<file path="src/rtl/ball_motion_engine.sv">
// Rectangular bouncing-ball engine: serve/pause/restart control, collision rings learned
// from the raster 'empty' stream, wall confinement, bounce pulses and a saturating hit counter.
module ball_motion_engine #(
  parameter int XLOC_START = 320,
  parameter int YLOC_START = 240,
  parameter int XDIR_START = 0,
  parameter int YDIR_START = 0,
  parameter int BALL_W     = 21,
  parameter int BALL_H     = 21,
  parameter int SCREEN_W   = 640,
  parameter int SCREEN_H   = 480,
  parameter int SPEED_W    = 3,
  parameter int HIT_W      = 8
) (
  input  logic               clk,
  input  logic               rst_n,
  input  logic               pixpulse,
  input  logic [9:0]         hcount,
  input  logic [9:0]         vcount,
  input  logic               empty,
  input  logic               move,
  input  logic               serve,
  input  logic               pause,
  input  logic               restart,
  input  logic [SPEED_W-1:0] speed,
  output logic               draw_ball,
  output logic [9:0]         xloc,
  output logic [9:0]         yloc,
  output logic               xdir,
  output logic               ydir,
  output logic               bounce_x,
  output logic               bounce_y,
  output logic [HIT_W-1:0]   hit_count,
  output logic [1:0]         state
);
  localparam int HW = (BALL_W - 1) / 2;
  localparam int HH = (BALL_H - 1) / 2;

  typedef enum logic [1:0] {IDLE = 2'b00, RUN = 2'b01, PAUSE = 2'b10} state_t;

  state_t             st;
  logic [SPEED_W-1:0] move_cnt;
  logic [BALL_H+1:0]  lft, rgt, lft_set, rgt_set;
  logic [BALL_W+1:0]  top, bot, top_set, bot_set;
  logic               ring_clr_pend;
  logic               ring_clr;

  logic [10:0] hc, vc, xw, yw, hidx, vidx, x_next, y_next;
  logic        x_ring, y_ring, corner, corner_only, x_wall, y_wall, flip_x, flip_y;
  logic [HIT_W:0] hit_sum;
  logic [HIT_W-1:0] hit_next;

  assign hc    = {1'b0, hcount};
  assign vc    = {1'b0, vcount};
  assign xw    = {1'b0, xloc};
  assign yw    = {1'b0, yloc};
  assign state = st;

  // Out-of-window pixels wrap to huge indices and match no ring bit.
  assign vidx = yw + 11'(HH + 1) - vc;
  assign hidx = xw + 11'(HW + 1) - hc;

  always_comb begin
    lft_set = '0;
    rgt_set = '0;
    top_set = '0;
    bot_set = '0;
    for (int i = 0; i < BALL_H + 2; i++) begin
      if (!empty && vidx == 11'(i)) begin
        if (hc == xw - 11'(HW + 1)) lft_set[i] = 1'b1;
        if (hc == xw + 11'(HW + 1)) rgt_set[i] = 1'b1;
      end
    end
    for (int i = 0; i < BALL_W + 2; i++) begin
      if (!empty && hidx == 11'(i)) begin
        if (vc == yw - 11'(HH + 1)) top_set[i] = 1'b1;
        if (vc == yw + 11'(HH + 1)) bot_set[i] = 1'b1;
      end
    end
  end

  always_comb begin
    if (xdir) x_ring = ydir ? |rgt[BALL_H-1:1] : |rgt[BALL_H:2];
    else      x_ring = ydir ? |lft[BALL_H-1:1] : |lft[BALL_H:2];
    if (ydir) y_ring = xdir ? |bot[BALL_W-1:1] : |bot[BALL_W:2];
    else      y_ring = xdir ? |top[BALL_W-1:1] : |top[BALL_W:2];
    case ({xdir, ydir})
      2'b00:   corner = lft[BALL_H+1] | top[BALL_W+1];
      2'b01:   corner = lft[0] | bot[BALL_W+1];
      2'b10:   corner = rgt[BALL_H+1] | top[0];
      default: corner = rgt[0] | bot[0];
    endcase
  end

  assign corner_only = corner & ~x_ring & ~y_ring;
  assign x_wall = xdir ? (xw + 11'(HW + 1) > 11'(SCREEN_W - 2)) : (xw < 11'(HW + 2));
  assign y_wall = ydir ? (yw + 11'(HH + 1) > 11'(SCREEN_H - 2)) : (yw < 11'(HH + 2));
  assign flip_x = x_ring | corner_only | x_wall;
  assign flip_y = y_ring | corner_only | y_wall;
  assign x_next = (xdir ^ flip_x) ? xw + 11'd1 : xw - 11'd1;
  assign y_next = (ydir ^ flip_y) ? yw + 11'd1 : yw - 11'd1;

  assign hit_sum  = {1'b0, hit_count} + {{HIT_W{1'b0}}, flip_x} + {{HIT_W{1'b0}}, flip_y};
  assign hit_next = hit_sum[HIT_W] ? '1 : hit_sum[HIT_W-1:0];

  assign ring_clr = ring_clr_pend | (st == IDLE && serve && !restart);

  assign draw_ball = (hc + 11'(HW) >= xw) && (hc <= xw + 11'(HW)) &&
                     (vc + 11'(HH) >= yw) && (vc <= yw + 11'(HH));

  always_ff @(posedge clk or negedge rst_n) begin
    if (!rst_n) begin
      st            <= IDLE;
      xloc          <= 10'(XLOC_START);
      yloc          <= 10'(YLOC_START);
      xdir          <= 1'(XDIR_START);
      ydir          <= 1'(YDIR_START);
      move_cnt      <= '0;
      lft           <= '0;
      rgt           <= '0;
      top           <= '0;
      bot           <= '0;
      ring_clr_pend <= 1'b0;
      bounce_x      <= 1'b0;
      bounce_y      <= 1'b0;
      hit_count     <= '0;
    end else begin
      bounce_x <= 1'b0;
      bounce_y <= 1'b0;
      if (pixpulse) begin
        ring_clr_pend <= 1'b0;
        if (ring_clr) begin
          lft <= '0;
          rgt <= '0;
          top <= '0;
          bot <= '0;
        end else begin
          lft <= lft | lft_set;
          rgt <= rgt | rgt_set;
          top <= top | top_set;
          bot <= bot | bot_set;
        end
        if (restart) begin
          st       <= IDLE;
          xloc     <= 10'(XLOC_START);
          yloc     <= 10'(YLOC_START);
          xdir     <= 1'(XDIR_START);
          ydir     <= 1'(YDIR_START);
          move_cnt <= '0;
        end else begin
          case (st)
            IDLE: if (serve) begin
              st       <= RUN;
              xdir     <= 1'(XDIR_START);
              ydir     <= 1'(YDIR_START);
              move_cnt <= '0;
            end
            RUN: if (pause) begin
              st <= PAUSE;
            end else if (move) begin
              // >= so that lowering speed below the running count steps on the next strobe
              if (move_cnt >= speed) begin
                move_cnt      <= '0;
                xloc          <= x_next[9:0];
                yloc          <= y_next[9:0];
                xdir          <= xdir ^ flip_x;
                ydir          <= ydir ^ flip_y;
                bounce_x      <= flip_x;
                bounce_y      <= flip_y;
                hit_count     <= hit_next;
                ring_clr_pend <= 1'b1;
              end else begin
                move_cnt <= move_cnt + SPEED_W'(1);
              end
            end
            PAUSE: if (!pause) st <= RUN;
            default: st <= IDLE;
          endcase
        end
      end
    end
  end
endmodule

</file>
<file path="config.mk">
export PLATFORM = sky130hd
export DESIGN_NAME = ball_motion_engine
export DESIGN_NICKNAME = d
export VERILOG_FILES = /design/src/rtl/ball_motion_engine.sv
export SDC_FILE = /design/constraint.sdc
export NUM_CORES = 1
export LEC_CHECK = 0
export BUFFER_PORTS_ARGS = -buffer_cell sky130_fd_sc_hd__buf_4
export CORE_ASPECT_RATIO = 1.5
export CORE_MARGIN = 10
export CORE_UTILIZATION = 55
export DETAILED_ROUTE_END_ITERATION = 8
export GPL_TIMING_DRIVEN = 0
export PLACE_DENSITY = 0.73
export SYNTH_ARGS = -nofsm -noshare
export SYNTH_HDL_FRONTEND = slang
export SYNTH_SLANG_ARGS = --single-unit
</file>
<file path="constraint.sdc">
create_clock -name clk -period 4.5 [get_ports clk]
set_clock_uncertainty 0.1 [all_clocks]
set_input_delay 0.225 -clock clk [delete_from_list [all_inputs] [get_ports clk]]
set_output_delay 0.225 -clock clk [all_outputs]
set_load 0.05 [all_outputs]
</file>
==> impl_metrics.ini, run 1 <==
[cells_and_area]
final.fill_count = 1609
fin_cells = 1578
postLayoutCoreUtil = 0.645
drive_gt1_frac = 0.120
nNetsFinal = 1429
diodes = 0
syn_to_final_growth_pct = 14.6

[clock_tree]
cts.clk_slew.worst_paths_ps = 70
clockBufferDepth = 2
clock_latency_ps = 440
ctsRootBufferMaster = clkbuf_16
cts_max_level = 4
cts_made_buffers = 17
cts_tree = built
clkSinkCount = 130

[setup_path]
path_class = reg2out
cp_cell_sequence = clkbuf_2, inv_1, nor2_1, nand2_1, nor2_1, xnor2_1, ha_1, a211oi_1, nand2_1, o21ai_0, nand3_1, nor3_1, buf_4
crit_slowest_cell = dfstp_2
crit_family = simple AND/OR/NAND/NOR gates
crit_path_max_fanout = 10
slowest_delay_ps = 600
cp-start-kind = flip-flop
cp-end-kind = output pin
arrival_ps = 4060
required_ps = 4180
crit_buf_inv = 3

[floorplan]
fp-row-count = 60
die_w_um = 131
start_util = 0.563
core_area_um2 = 18100
die_h_um = 187
dieArea_um2 = 24500
io_pins = 66

[synthesis]
synth_cell_type_count = 85
synth.avg_cell_area_um2 = 8.29
synth_nets = 1340
synth_edf_count = 0
synth.most_common_cell = nand2_1
synthTopCellsByCount = nand2_1 (140), dfrtp_1 (124), ha_1 (77), inv_1 (76), o21ai_0 (73)
ys.flop_type = dfrtp_1
synth_area_um2 = 10200
ys_ff_latch = 130
synth_seq_area_share = 0.320
synth_async_sr_flop_share = 1.00
synth_area_leader_cell = dfrtp_1
syn_inst = 1229
yosys_warnings = 0
ys_top_cells_by_area = dfrtp_1 (30%), ha_1 (9.5%), xnor2_1 (5.5%)
synth_top_area_share = 0.305

[outcome]
outcome = finished, final reports clean

[timing]
finalHoldViolCount = 0
fin_setup_tns_ps = 0
worst_slew_pin_slew_ps = 803
fmax_mhz = 228
setup_slack_ps = 116
maxSlewViolCount = 0
setup_violations = 0
finalCritPeriodShare = 0.974
finalCriticalPeriod_ps = 4380
relSlewSlack = 0.463

[grt]
grt_util_all_layers = 0.249
grt_max_degree = 85
overflow = 0
antenna_found_initial = 0
grt_pass1_vias = 9992
grt_pass1_wl_um = 50800

[detailed_routing]
vias = 9898
drt_wl_total_um = 31200
drc = 0
ant_nets = 0
avgRoutedWirePerCell_um = 19.8
first_pass_iters = 5
viasPerCell = 6.27
drt-initial-drc-count = 737

[place]
numPortBuffers = 64
dp_cells = 1542
gp_congestion = 0.939
pre_cts_ws_ps = -387
hpwl_um = 23600

[job]
drv_cap = 0

[power_and_ir_drop]
leakagePower_nw = 5.06
swShare = 0.364
comb_power_share = 0.306
p_sw_mw = 1.35
intPower_mw = 2.36
clockPowerShare = 0.367
peakVddDrop_uv = 243
power.density_nw_per_um2 = 318
power_mw = 3.71
p_seq_frac = 0.327

[min_path]
hold_class = in2reg
-- area by class of cell --
class	instances	area, um2	area share
Buffer	57	249	0.0213
Clock buffer	17	425	0.0364
Clock inverter	14	130	0.0111
Inverter	81	307	0.0263
Multi-Input combinational cell	961	6430	0.551
Sequential cell	130	3270	0.280
Tap cell	248	310	0.0266
Timing Repair Buffer	70	554	0.0475
-- power by group through the flow --
| stage | logic, mW | clock network [mW] | registers [mW] |
|---|---|---|---|
| 2_1_floorplan | 0.748 | 0 | 1.28 |
| 3_3_place_gp | 1.07 | 0 | 1.24 |
| 3_5_place_dp | 1.09 | 0 | 1.24 |
| 4_1_cts | 1.11 | 1.36 | 1.22 |
| 5_1_grt | 1.25 | 1.42 | 1.22 |
| 6_report | 1.14 | 1.36 | 1.21 |
-- path summary, 6_finish.rpt --
check                             start  slack, ps         to  cells after the start
worst max register to register  xloc[1]        190    xloc[8]                     16
min in group asynchronous         rst_n        180    rgt[15]                      2
worst min register to register  lft[13]        380    lft[13]                      2
max in group asynchronous         rst_n       3370     bot[7]                      3
worst min-delay path              serve         30   state[0]                      3
worst max-delay path            yloc[6]        120  draw_ball                     13
-- through the flow --
stage	instance area, um2	hold slack [ps]
2_1_floorplan	10200	-171
3_3_place_gp	11000	359
3_5_place_dp	11000	88.4
4_1_cts	11600	46.9
5_1_grt	11700	117
6_report	11700	30.1
-- kinds of logic after synthesis --
kind of cell	after synthesis	synth area share
AND/OR/NAND/NOR	448	0.226
flip-flops	130	0.320
buffers and inverters	138	0.0537
multiplexers	8	0.00811
XOR/XNOR	84	0.0722
AO/OA/AOI/OAI	341	0.219
adder cells (fa/ha/maj)	80	0.101
-- what timing repair did --
| item | in CTS | in global routing |
|---|---|---|
| endpoints found under the hold margin | 47 | 0 |
| pin swaps | 1 | 0 |
| gates cloned | 0 | 0 |
| gates resized for setup | 9 | 18 |
| setup buffers | 2 | 1 |
| hold buffers | 2 | 0 |
| setup endpoints to repair | 101 | 107 |
-- sequential cells by signal, summed over array words and instances (netlist names) --
register       count
lft               23
bounce_x           1
top               23
hit_count          8
move_cnt           3
state              2
rgt               23
xdir               1
ydir               1
xloc              10
bounce_y           1
bot               23
yloc              10
ring_clr_pend      1
-- layout by cell type (no fill, tap or decap), types with 12 or more instances in the layout --
cell type	synthesis	final
nor2_1	59	59
buf_2	13	12
ha_1	77	77
buf_4	1	68
nor3_1	37	35
a21oi_1	68	66
clkbuf_16	0	17
xor2_1	20	20
nand2_1	140	140
or3_1	17	17
nand3_1	41	39
and3_1	12	12
o21a_1	21	21
o21ai_0	73	72
nor2b_1	17	16
nand4_1	37	37
a211oi_1	15	15
a21o_1	21	21
nor4_1	34	33
clkbuf_1	37	34
a31oi_1	13	13
o21ai_1	37	38
xnor2_1	64	64
o31ai_1	19	19
inv_1	76	76
dfrtp_1	124	120
nand2b_1	12	12
-- layer usage --
| layer | up-vias | GRT usage | wire length [um] |
|---|---|---|---|
| met5 | - | 0 | 0 |
| met4 | 0 | 0.133 | 1510 |
| met3 | 106 | 0.0416 | 1680 |
| met2 | 360 | 0.446 | 16100 |
| met1 | 4782 | 0.272 | 11900 |
| li1 | 4650 | - | - |
-- worst min-delay path: cells and delay by family --
kind                   cells  cell delay, ps
AO/OA/AOI/OAI              2             210
buffers and inverters      1              90
Power figures use the tool's default switching activity.
==> run 2, diff against run 1 <==
CORE_UTILIZATION = 62   (was 55)
PLACE_DENSITY = 0.81   (was 0.73)
==> impl_metrics.ini, run 2 (synthesis results as in run 1) <==
[cells_and_area]
final_common_cell = nand2_1
drive_gt1_frac = 0.119
postLayoutCoreUtil = 0.719
diodes = 0
nNetsFinal = 1429
fin_cells = 1537
most-common-layout-cells = nand2_1 (140), dfrtp_1 (121), ha_1 (77)
syn_to_final_growth_pct = 14.3

[floorplan]
start_util = 0.629
io_pins = 66
die_h_um = 177
core_area_um2 = 16200
fp-row-count = 57
die_w_um = 125
dieArea_um2 = 22100

[detailed_routing]
drt-initial-drc-count = 830
first_pass_iters = 5
ant_nets = 0
viasPerCell = 6.51
drt_wl_total_um = 30700
avgRoutedWirePerCell_um = 20.0
drc = 0
vias = 10000

[timing]
fmax_mhz = 233
setup_violations = 0
worst_slew_pin_slew_ps = 1070
maxSlewViolCount = 0
relSlewSlack = 0.267
finalCriticalPeriod_ps = 4290
rsz0062_at_grt = false
finalCritPeriodShare = 0.953
setup_slack_ps = 210
finalHoldViolCount = 0

[grt]
grt_util_all_layers = 0.274
grt_pass1_vias = 10100
grt_pass1_wl_um = 49900
antenna_found_initial = 0
grt_max_degree = 80
overflow = 0

[power_and_ir_drop]
peakVddDrop_uv = 248
power.density_nw_per_um2 = 319
leakagePower_nw = 5.07

[place]
hpwl_um = 23400
pre_cts_ws_ps = -357
numPortBuffers = 64
gp_congestion = 0.931
dp_cells = 1500

[setup_path]
cp_cell_sequence = buf_2, inv_1, ha_1, nor2b_4, o21ai_1, xnor2_1, o311a_1, o21ai_0, nand2_1, o211a_1, fa_1, inv_1, ha_1, and3_1, and3_1, and3_1, nor2_1, nand2_1, nand2_1, o21ai_0
slowest_delay_ps = 480
cp-end-kind = flip-flop
cp-start-kind = flip-flop
arrival_ps = 4540
required_ps = 4750
crit_path_max_fanout = 8
crit_slowest_cell = dfrtp_1
path_class = reg2reg

[clock_tree]
clkSinkCount = 130
cts_max_level = 4
clockBufferDepth = 2
cts.clk_slew.worst_paths_ps = 70
cts_tree = built
ctsRootBufferMaster = clkbuf_16
cts_made_buffers = 17
clock_latency_ps = 440

[job]
drv_cap = 0

[outcome]
outcome = finished, final reports clean

[min_path]
hold_class = in2reg
==> run 2: cell count changes in the layout (fill, tap and decap cells not counted), moves of 2 or more <==
cell      delta
clkinv_2     -2
a21oi_1      +2
inv_8        +4
a21oi_2      -2
o21ai_0      -2
o21ai_1      +2
==> run 2: metrics by stage <==
| step | power [mW] | hold WS, ps | area [um2] | setup TNS [ps] |
|---|---|---|---|---|
| 2_1_floorplan | 2.03 | -171 | 10200 | 0 |
| 3_3_place_gp | 2.30 | 362 | 10900 | -14240 |
| 3_5_place_dp | 2.33 | 106 | 11000 | -20270 |
| 4_1_cts | 3.68 | 35.0 | 11600 | 0 |
| 5_1_grt | 3.88 | 55.2 | 11600 | 0 |
| 6_report | 3.72 | 31.5 | 11600 | 0 |
==> run 2: path summary, 6_finish.rpt <==
path	from	end	slack, ps	cells after the start
min	serve	state[0]	30	3
min reg2reg	lft[13]	lft[13]	380	2
max reg2reg	xloc[0]	hit_count[5]	210	20
min in group asynchronous	rst_n	rgt[16]	200	2
max	xloc[0]	hit_count[5]	210	20
max in group asynchronous	rst_n	bot[17]	3350	3
==> run 2: metal layers <==
layer	wire, um	up-vias	track usage	share of wire
li1	-	4653	-	-
met1	12000	4811	0.301	0.39
met2	15600	424	0.487	0.51
met3	1600	119	0.0441	0.052
met4	1550	0	0.163	0.050
met5	0	-	0	0
==> run 2: timing repair <==
item | in CTS | in global routing
hold endpoints to repair | 46 | 0
pin swaps | 1 | 0
hold buffers | 2 | 0
endpoints found under the setup margin | 100 | 101
setup buffers | 2 | 1
gates resized for setup | 8 | 20
==> run 2: area by class of cell <==
class	instances	area [um2]
Multi-Input combinational cell	961	6450
Clock buffer	17	425
Fill cell	1245	4550
Tap cell	206	258
Inverter	81	307
Clock inverter	15	136
Timing Repair Buffer	70	554
Sequential cell	130	3260
Buffer	57	249
==> run 2: power by group <==
part           switching (mW)  internal, mW
Clock                   0.638         0.729
Combinational           0.726         0.408
Sequential             0.0255          1.19
Total                    1.39          2.33
==> run 2: critical path: cells and delay by family, from the launching register on <==
family	cells	cell delay, ps
AOI/OAI and AO/OA	5	970
adders and majority gates	3	860
buffers and inverters	3	430
xor gates and xnor gates	1	160
DFF	1	480
and+or+nand+nor	8	1180
